--- src/rtl/mixcol_scale_arbiter.sv ---
// Round-robin share of one GF(2^8) x2A/x2B/x49/x0A multiplier among NUM_REQ byte requesters.
// Two register stages (operand S1, product S2); one op per cycle; out_ready=0 stalls S2, S1 takes one more, then req_ready drops.
module mixcol_scale_arbiter #(
    parameter int NUM_REQ = 4,
    parameter int ID_W    = 2,
    parameter int CNT_W   = 16
) (
    input  logic                 clk,
    input  logic                 rst_n,
    input  logic [NUM_REQ-1:0]   req_valid,
    input  logic [8*NUM_REQ-1:0] req_data,
    output logic [NUM_REQ-1:0]   req_ready,
    output logic                 out_valid,
    input  logic                 out_ready,
    output logic [ID_W-1:0]      out_id,
    output logic [7:0]           out_2a,
    output logic [7:0]           out_2b,
    output logic [7:0]           out_49,
    output logic [7:0]           out_a,
    output logic                 busy,
    output logic [CNT_W-1:0]     op_cnt
);

    localparam int PTR_W = $clog2(NUM_REQ);
    localparam int SW    = PTR_W + 1;

    function automatic logic [7:0] xtime(input logic [7:0] a);
        return {a[6:0], 1'b0} ^ (a[7] ? 8'h1B : 8'h00);
    endfunction

    function automatic logic [7:0] gmul(input logic [7:0] a, input logic [7:0] k);
        logic [7:0] acc;
        logic [7:0] p;
        acc = 8'h00;
        p   = a;
        for (int i = 0; i < 8; i++) begin
            if (k[i]) acc = acc ^ p;
            p = xtime(p);
        end
        return acc;
    endfunction

    logic               r_s1_v;
    logic [7:0]         r_s1_dat;
    logic [ID_W-1:0]    r_s1_id;
    logic               r_out_valid;
    logic [ID_W-1:0]    r_out_id;
    logic [7:0]         r_2a, r_2b, r_49, r_a;
    logic [PTR_W-1:0]   r_rr_ptr;
    logic [CNT_W-1:0]   r_op_cnt;

    logic               w_s2_en, w_s1_adv, w_s1_free, w_hs;
    logic               w_gnt_found;
    logic [PTR_W-1:0]   w_gnt_idx;
    logic [SW-1:0]      w_sum;
    logic [PTR_W-1:0]   w_idx;
    logic [NUM_REQ-1:0] w_grant;
    logic [7:0]         w_gnt_dat;

    assign w_s2_en   = !r_out_valid | out_ready;
    assign w_s1_adv  = r_s1_v & w_s2_en;
    assign w_s1_free = !r_s1_v | w_s1_adv;

    // Scan starts one past the last winner so the previous grantee has lowest priority.
    always_comb begin
        w_gnt_found = 1'b0;
        w_gnt_idx   = '0;
        w_sum       = '0;
        w_idx       = '0;
        for (int off = 1; off <= NUM_REQ; off++) begin
            w_sum = {1'b0, r_rr_ptr} + SW'(off);
            if (w_sum >= SW'(NUM_REQ)) w_sum = w_sum - SW'(NUM_REQ);
            w_idx = w_sum[PTR_W-1:0];
            if (!w_gnt_found && req_valid[w_idx]) begin
                w_gnt_found = 1'b1;
                w_gnt_idx   = w_idx;
            end
        end
    end

    always_comb begin
        w_grant = '0;
        if (w_gnt_found && w_s1_free) w_grant[w_gnt_idx] = 1'b1;
    end

    assign w_hs      = w_gnt_found & w_s1_free;
    assign w_gnt_dat = req_data[{w_gnt_idx, 3'b000} +: 8];
    assign req_ready = rst_n ? w_grant : '0;

    always_ff @(posedge clk) begin
        if (!rst_n) begin
            r_s1_v      <= 1'b0;
            r_s1_dat    <= 8'h00;
            r_s1_id     <= '0;
            r_out_valid <= 1'b0;
            r_out_id    <= '0;
            r_2a        <= 8'h00;
            r_2b        <= 8'h00;
            r_49        <= 8'h00;
            r_a         <= 8'h00;
            r_rr_ptr    <= PTR_W'(NUM_REQ - 1);
            r_op_cnt    <= '0;
        end else begin
            if (w_hs) begin
                r_s1_v   <= 1'b1;
                r_s1_dat <= w_gnt_dat;
                r_s1_id  <= ID_W'(w_gnt_idx);
                r_rr_ptr <= w_gnt_idx;
            end else if (w_s1_adv) begin
                r_s1_v <= 1'b0;
            end

            // S2 reloads on the same edge it is drained, so back-to-back ops leave no bubble.
            if (w_s1_adv) begin
                r_out_valid <= 1'b1;
                r_out_id    <= r_s1_id;
                r_2a        <= gmul(r_s1_dat, 8'h2A);
                r_2b        <= gmul(r_s1_dat, 8'h2B);
                r_49        <= gmul(r_s1_dat, 8'h49);
                r_a         <= gmul(r_s1_dat, 8'h0A);
            end else if (out_ready) begin
                r_out_valid <= 1'b0;
            end

            if (r_out_valid && out_ready) r_op_cnt <= r_op_cnt + CNT_W'(1);
        end
    end

    assign out_valid = r_out_valid;
    assign out_id    = r_out_id;
    assign out_2a    = r_2a;
    assign out_2b    = r_2b;
    assign out_49    = r_49;
    assign out_a     = r_a;
    assign busy      = r_s1_v | r_out_valid;
    assign op_cnt    = r_op_cnt;

endmodule

--- config.mk ---
export PLATFORM = sky130hd
export DESIGN_NAME = mixcol_scale_arbiter
export DESIGN_NICKNAME = d
export VERILOG_FILES = /design/src/rtl/mixcol_scale_arbiter.sv
export SDC_FILE = /design/constraint.sdc
export NUM_CORES = 1
export LEC_CHECK = 0
export ABC_AREA = 1
export CAP_MARGIN = 40
export CORE_MARGIN = 8
export CORE_UTILIZATION = 35
export CTS_CLUSTER_SIZE = 8
export DETAILED_ROUTE_END_ITERATION = 8
export GPL_ROUTABILITY_DRIVEN = 0
export PLACE_DENSITY_LB_ADDON = 0.12
export SLEW_MARGIN = 30
export SYNTH_ARGS = -nofsm -noshare
export SYNTH_HDL_FRONTEND = slang
export SYNTH_SLANG_ARGS = --single-unit
--- constraint.sdc ---
create_clock -name clk -period 2.09 [get_ports clk]
set_clock_uncertainty 0.05 [all_clocks]
set_input_delay 0.418 -clock clk [delete_from_list [all_inputs] [get_ports clk]]
set_output_delay 0.418 -clock clk [all_outputs]
set_load 0.1 [all_outputs]
==> results.tsv, run 1 <==
stage	metric	value	unit
sta	Slew Limit Headroom	70.4	%
cts	Clock transition at path regs	80	ps
critical_path	Reg2Reg Capture Point	r_s1_dat[1]	
min_path	min-delay src	out_a[5]	
sta	minimum clock period	2460	ps
synthesis	top cells by area, synth	dfxtp_1, nand2_1, inv_1, nor2_1, xor2_1	
sta	Hold Violations, Final	0	
critical_path	CP Data Required Time	1620	ps
synthesis	xor and xnor area share after synthesis	12.0	%
routing	DR WL/cell	13.1	µm
critical_path	crit path kind	register to output pin	
cts	Clock Sinks	64	
floorplan	Die ar.	13700	µm²
critical_path	CP max stage delay	360	ps
global_routing	All-Layer GR Usage	15.0	%
flow_run	Max-Cap Viols	0	
min_path	Hold Crit Endpoint	out_a[5]	
finish	Layout Cells excl Fill	770	
global_routing	largest net degree at the start of global routing	37	
global_routing	vias in the first global route	3375	
sta	FMAX	0.407	GHz
critical_path	Worst R2R Path Depth	15	
sta	Sum Neg Setup Slack	-1420	ps
critical_path	r2r setup slk	140	ps
run_status	status	complete, but fails checks	
synthesis	post-synthesis adder-cell area fraction	0.351	%
placement	hpwl dp	7.65	mm
floorplan	Starting Density	35.4	%
cts	CTS tree	yes	
finish	# nets final	668	
critical_path	Worst setup SP type	register	
run_status	failing checks	setup timing	
cts	Clk Latency, worst-skew pair	340	ps
min_path	worst hold path type	register to register	
finish	fillers	1053	
synthesis	main combinational cell family by area after synthesis	simple AND/OR/NAND/NOR gates	
sta	Slew @ Worst Pin	442	ps
global_routing	Remaining Overflow, GRT	0	
cts	number of CTS-inserted buffers	9	
synthesis	Yosys reg bits	64	
sta	RSZ-0062 raised after global routing	true	
routing	DRC Markers	0	
synthesis	Commonest cells post-synth	nand2_1, dfxtp_1, inv_1	
routing	DR iter-0 viols	193	
synthesis	Post-synth EDFFs	0	
placement	count of buffers from port buffering	94	
cts	CTS Root Cell	clkbuf_8	
cts	H-tree depth	3	
finish	area of the multi-input gates	2100	µm²
global_routing	initial antenna violation count	1	
global_routing	global-route wire length before repair	16.2	mm
floorplan	die width	117	µm
critical_path	CP endpoint kind	output pin	
finish	final core utilization	52.0	%
routing	Via density	4.52	
sta	setup ws final	-368	ps
cts	CTS max path bufs	2	
synthesis	post-synthesis compound-gate area fraction	11.7	%
routing	vias	3477	
floorplan	Core Region	10100	µm²
synthesis	synthesized area	3570	µm²
routing	DRT Pass-1 Iters	4	
critical_path	Worst path depth	11	
synthesis	post-synthesis sequential area ratio	35.9	%
finish	layout cells sized above 1	29.1	%
floorplan	# rows	37	
synthesis	synth unique cells	35	
synthesis	Syn Nets	549	
critical_path	Critical-path top delay cell	dfxtp_4	
synthesis	Syn Inst Count	509	
placement	Cell Count Post-Placement	746	
synthesis	mux cell area share after synthesis	0	%
critical_path	CP Buf/Inv Count	5	
synthesis	async set-reset flop share out of synthesis	0	%
sta	fin. max-slew vios	0	
finish	Reg area	1300	µm²
critical_path	Critical Path Fanout Max	8	
critical_path	Critical Path AT	1990	ps
floorplan	Die Ht	117	µm
critical_path	CP Cell Sequence	buf_12 > clkinv_8 > nand2_2 > nand2_4 > nand2_2 > inv_1 > a31oi_2 > nand3_4 > buf_4 > nor2_4 > buf_12	
sta	Tcrit/Tclk final	118	%
synthesis	synthesized area per cell	7.01	µm²
sta	endpoints failing setup	4	
min_path	Hold Crit Depth	2	
synthesis	share of the synthesized area in the top cell type	35.9	%
finish	area grow syn2layout	47.0	%
floorplan	num ports	95	
routing	final wirelength	10.1	mm
synthesis	simple-gate share of the synthesized area	29.3	%
critical_path	worst r2r src	r_rr_ptr[0]	
synthesis	top_reg_cell synth	dfxtp_1	
synthesis	cell taking the most area after synthesis	dfxtp_1	
routing	Post-DRT Antenna Nets	0	
synthesis	Syn. warnings	0	
critical_path	delay-heaviest family, CP	buffers and inverters	
synthesis	count leader, synth	nand2_1	
==> worst register-to-register path: cells and delay by family (launching register included) <==
family / cells / cell delay [ps]
buffers and inverters: 4 / 450
DFF: 1 / 360
and+or+nand+nor: 11 / 1020
==> how the worst max path moves through the flow <==
| stage | from | end |
|---|---|---|
| floorplan | r_rr_ptr[0] | req_ready[0] |
| global placement | req_valid[0] | req_ready[2] |
| detailed placement | req_valid[0] | req_ready[2] |
| CTS | r_rr_ptr[0] | req_ready[0] |
| global route | r_rr_ptr[0] | req_ready[1] |
| finish | r_rr_ptr[0] | req_ready[0] |
==> flip-flops by register name (all words and copies together) (netlist names) <==
signal	count
op_cnt	16
r_s1_id	2
r_s1_dat	8
out_a	8
out_valid	1
out_id	2
r_rr_ptr	2
r_s1_v	1
out_2b	8
out_2a	8
out_49	8
==> metal layers <==
metal	global-route usage (%)	wire length (µm)
met5	0	0
met4	7.59	274
met3	4.05	620
met2	24.5	4780
met1	17.7	4400
==> cells in the final DEF (no fill, tap or decap), types with 15 or more instances in the layout <==
cell / n
a21oi_1: 33
buf_4: 86
clkdlybuf4s50_1: 34
dfxtp_1: 54
inv_1: 60
nand2_1: 86
nand2_2: 15
nand2_4: 16
nand3_1: 31
nor2_1: 50
o21ai_0: 31
xnor2_1: 15
xor2_1: 23
==> timing repair <==
action / in CTS / in global routing
hold buffers: 0 / 0
buffers inserted: 4 / 4
gates resized for setup: 17 / 31
pin swaps: 12 / 8
cloned: 0 / 0
endpoints found under the setup margin: 4 / 6
==> metrics by stage <==
stage               hold slack, ps  setup WS [ps]  area [µm²]
CTS                            431           -352        5100
global route                   448           -475        5250
detailed placement             420           -453        4810
finish                         427           -368        5250
floorplan                      375           -241        3660
global placement               403           -399        4810
==> cell families (layout without fill, tap and decap cells) <==
logic type | count (synthesis) | in the layout
other cells | 0 | 1
flops | 64 | 64
buf+inv | 93 | 217
simple gates | 231 | 231
fa+ha+maj | 1 | 1
compound gates | 78 | 78
xor+xnor | 42 | 42
==> final cells by class <==
class | instances | share of cell area, %
well taps | 136 | 3.24
inverters | 71 | 5.46
multi-input cells | 352 | 40.0
diodes | 1 | 0.0477
flip-flops and latches | 64 | 24.8
clock buffers | 11 | 2.69
clock inverters | 5 | 1.98
repair buffers | 130 | 21.7
Power of run 1 is not shown: default switching activity piles up to over one toggle a cycle in this logic, so the estimate is an artifact.
==> inputs of run 2 (changes only) <==
MAX_ROUTING_LAYER = met4   (was default)
PLACE_DENSITY = 0.66   (was default)
PLACE_DENSITY_LB_ADDON = default   (was 0.12)
==> run 2 against run 1 <==
The run still ends with setup timing left. Register-to-register slack got worse by 100 ps. First-iteration DRC count increased by 26%. Via count increased by 2.1%. Core utilization about the same. Sequential share of layout area about the same. Non-clock buffer count increased by 7. Design area about the same. Worst setup slack got worse by 4.8 ps. Critical endpoint is now req_ready[1]. Highest routed layer unchanged.
==> results.tsv, run 2 (synthesized netlist as in run 1, its figures left out) <==
stage	metric	value	unit	change
critical_path	worst r2r src	r_rr_ptr[0]		
cts	Clock Sinks	64		unchanged
global_routing	GR Util met3	3.23	%	-0.82 points
floorplan	Die Ht	117	µm	unchanged
critical_path	CP max stage delay	420	ps	+60 ps
min_path	worst hold path type	input pin to register		
critical_path	Critical-path top delay cell	dfxtp_4		
routing	Post-DRT Antenna Nets	0		unchanged
routing	DRT Pass-1 Iters	5		+1
critical_path	CP Buf/Inv Count	3		-2
global_routing	vias in the first global route	3483		+3.2%
sta	worst hold slack	416	ps	-11.1 ps
critical_path	delay-heaviest family, CP	simple AND/OR/NAND/NOR gates		
sta	FMAX	0.406	GHz	-0.20%
placement	count of buffers from port buffering	94		unchanged
cts	CTS Root Cell	clkbuf_8		
routing	DRC Markers	0		unchanged
flow_run	Max-Cap Viols	0		unchanged
cts	CTS tree	yes		
floorplan	Die ar.	13700	µm²	unchanged
routing	final wirelength	10.1	mm	+0.26%
sta	Slew Limit Headroom	70.0	%	-0.43 points
global_routing	GR Util met1	16.9	%	-0.79 points
floorplan	Starting Density	35.4	%	unchanged
global_routing	GRT met2 Usage	26.6	%	+2.1 points
critical_path	CP endpoint kind	output pin		
routing	vias	3550		+2.1%
sta	Hold Violations, Final	0		unchanged
min_path	min-delay src	out_ready		
cts	Clk Latency, worst-skew pair	340	ps	about the same
sta	endpoints failing setup	4		unchanged
sta	RSZ-0062 raised after global routing	true		
run_status	status	complete, but fails checks		
cts	CTS hold repair buffers	0		unchanged
sta	fin. max-slew vios	0		unchanged
finish	# nets final	675		+1.0%
cts	H-tree depth	3		unchanged
routing	DR WL/cell	13.0	µm	-0.52%
floorplan	# rows	37		unchanged
critical_path	CP Cell Sequence	buf_6 > nand2_4 > nand2_4 > nand2_2 > nand2_2 > inv_2 > nand3_4 > nand2_8 > nor2_4 > nand2_4 > nor2_4 > buf_12		
floorplan	die width	117	µm	unchanged
critical_path	CP startpoint	r_rr_ptr[0]		
finish	layout cells sized above 1	30.8	%	+1.7 points
routing	Via density	4.57		+1.3%
floorplan	Core Region	10100	µm²	unchanged
global_routing	largest net degree at the start of global routing	35		-5.4%
finish	Ant. Diodes	0		-1
critical_path	Critical Path Fanout Max	6		-2
critical_path	Worst setup SP type	register		
run_status	failing checks	setup timing		
sta	setup ws final	-372	ps	-4.83 ps
floorplan	num ports	95		unchanged
finish	area grow syn2layout	47.1	%	about the same
critical_path	CP Data Required Time	1620	ps	about the same
cts	Clock transition at path regs	70	ps	about the same
global_routing	global-route wire length before repair	16.2	mm	unchanged
cts	number of CTS-inserted buffers	9		unchanged
critical_path	CP dominant cell by count	nand2_4		
global_routing	Remaining Overflow, GRT	0		unchanged
global_routing	initial antenna violation count	0		-1
global_routing	Top Usage Layer GRT	met2		
critical_path	Critical Path AT	1990	ps	about the same
cts	CTS max path bufs	2		unchanged
sta	Slew @ Worst Pin	449	ps	+6.37 ps
finish	commonest non-fill, non-tap cells in the layout	buf_4, nand2_1, inv_1, dfxtp_1, nor2_1		
sta	Tcrit/Tclk final	118	%	+0.23 points
finish	max reg flops	16		unchanged
finish	most common cell after layout, fill and taps aside	buf_4		
global_routing	All-Layer GR Usage	15.2	%	+0.28 points
sta	minimum clock period	2460	ps	+4.83 ps
routing	DR iter-0 viols	243		+26%
placement	hpwl dp	7.68	mm	+0.46%
critical_path	crit path kind	register to output pin		
## run 2: repair_timing
action | in CTS | in global routing
setup buffers | 4 | 6
setup endpoints to repair | 4 | 12
resized for setup | 15 | 31
pin swaps | 12 | 22
## run 2: path summary, 6_finish.rpt
kind | endpoint | slack, ps | depth (start not counted)
worst max-delay path | req_ready[1] | -370 | 12
worst min-delay path | op_cnt[0] | 420 | 3
worst max register to register | r_s1_dat[1] | 40 | 15
worst min register to register | op_cnt[2] | 420 | 2
## run 2: layer usage
metal / wire [µm] / up-vias / part of all wire (%)
met5: 0 / - / 0
met4: 139 / 0 / 1.4
met3: 564 / 12 / 5.6
met2: 5010 / 95 / 50
met1: 4390 / 1594 / 43
li1: - / 1849 / -
## run 2: final cells by class
class	instances	area [µm²]
Multi-Input combinational cell	352	2090
Fill cell	972	4840
Inverter	71	279
Timing Repair Buffer	137	1190
Clock inverter	7	95.1
Tap cell	136	170
Clock buffer	9	124
Sequential cell	64	1300
## run 2: worst reg2reg max path, delay by kind of cell, from the launching register on
family	cells	cell delay, ps
buf+inv	5	550
flops	1	420
simple gates	10	970
## run 2: through the flow
step	setup WS [ps]	utilization, %	setup TNS [ps]	instance area [µm²]	instances
2_1_floorplan	-241	-	-939	3660	509
3_3_place_gp	-395	48.1	-3960	4850	751
3_5_place_dp	-485	48.1	-5820	4850	751
4_1_cts	-338	50.5	-1340	5100	770
5_1_grt	-470	52.0	-2070	5250	776
6_report	-372	52.0	-1440	5250	776
Power of run 2 is left out for the same reason.
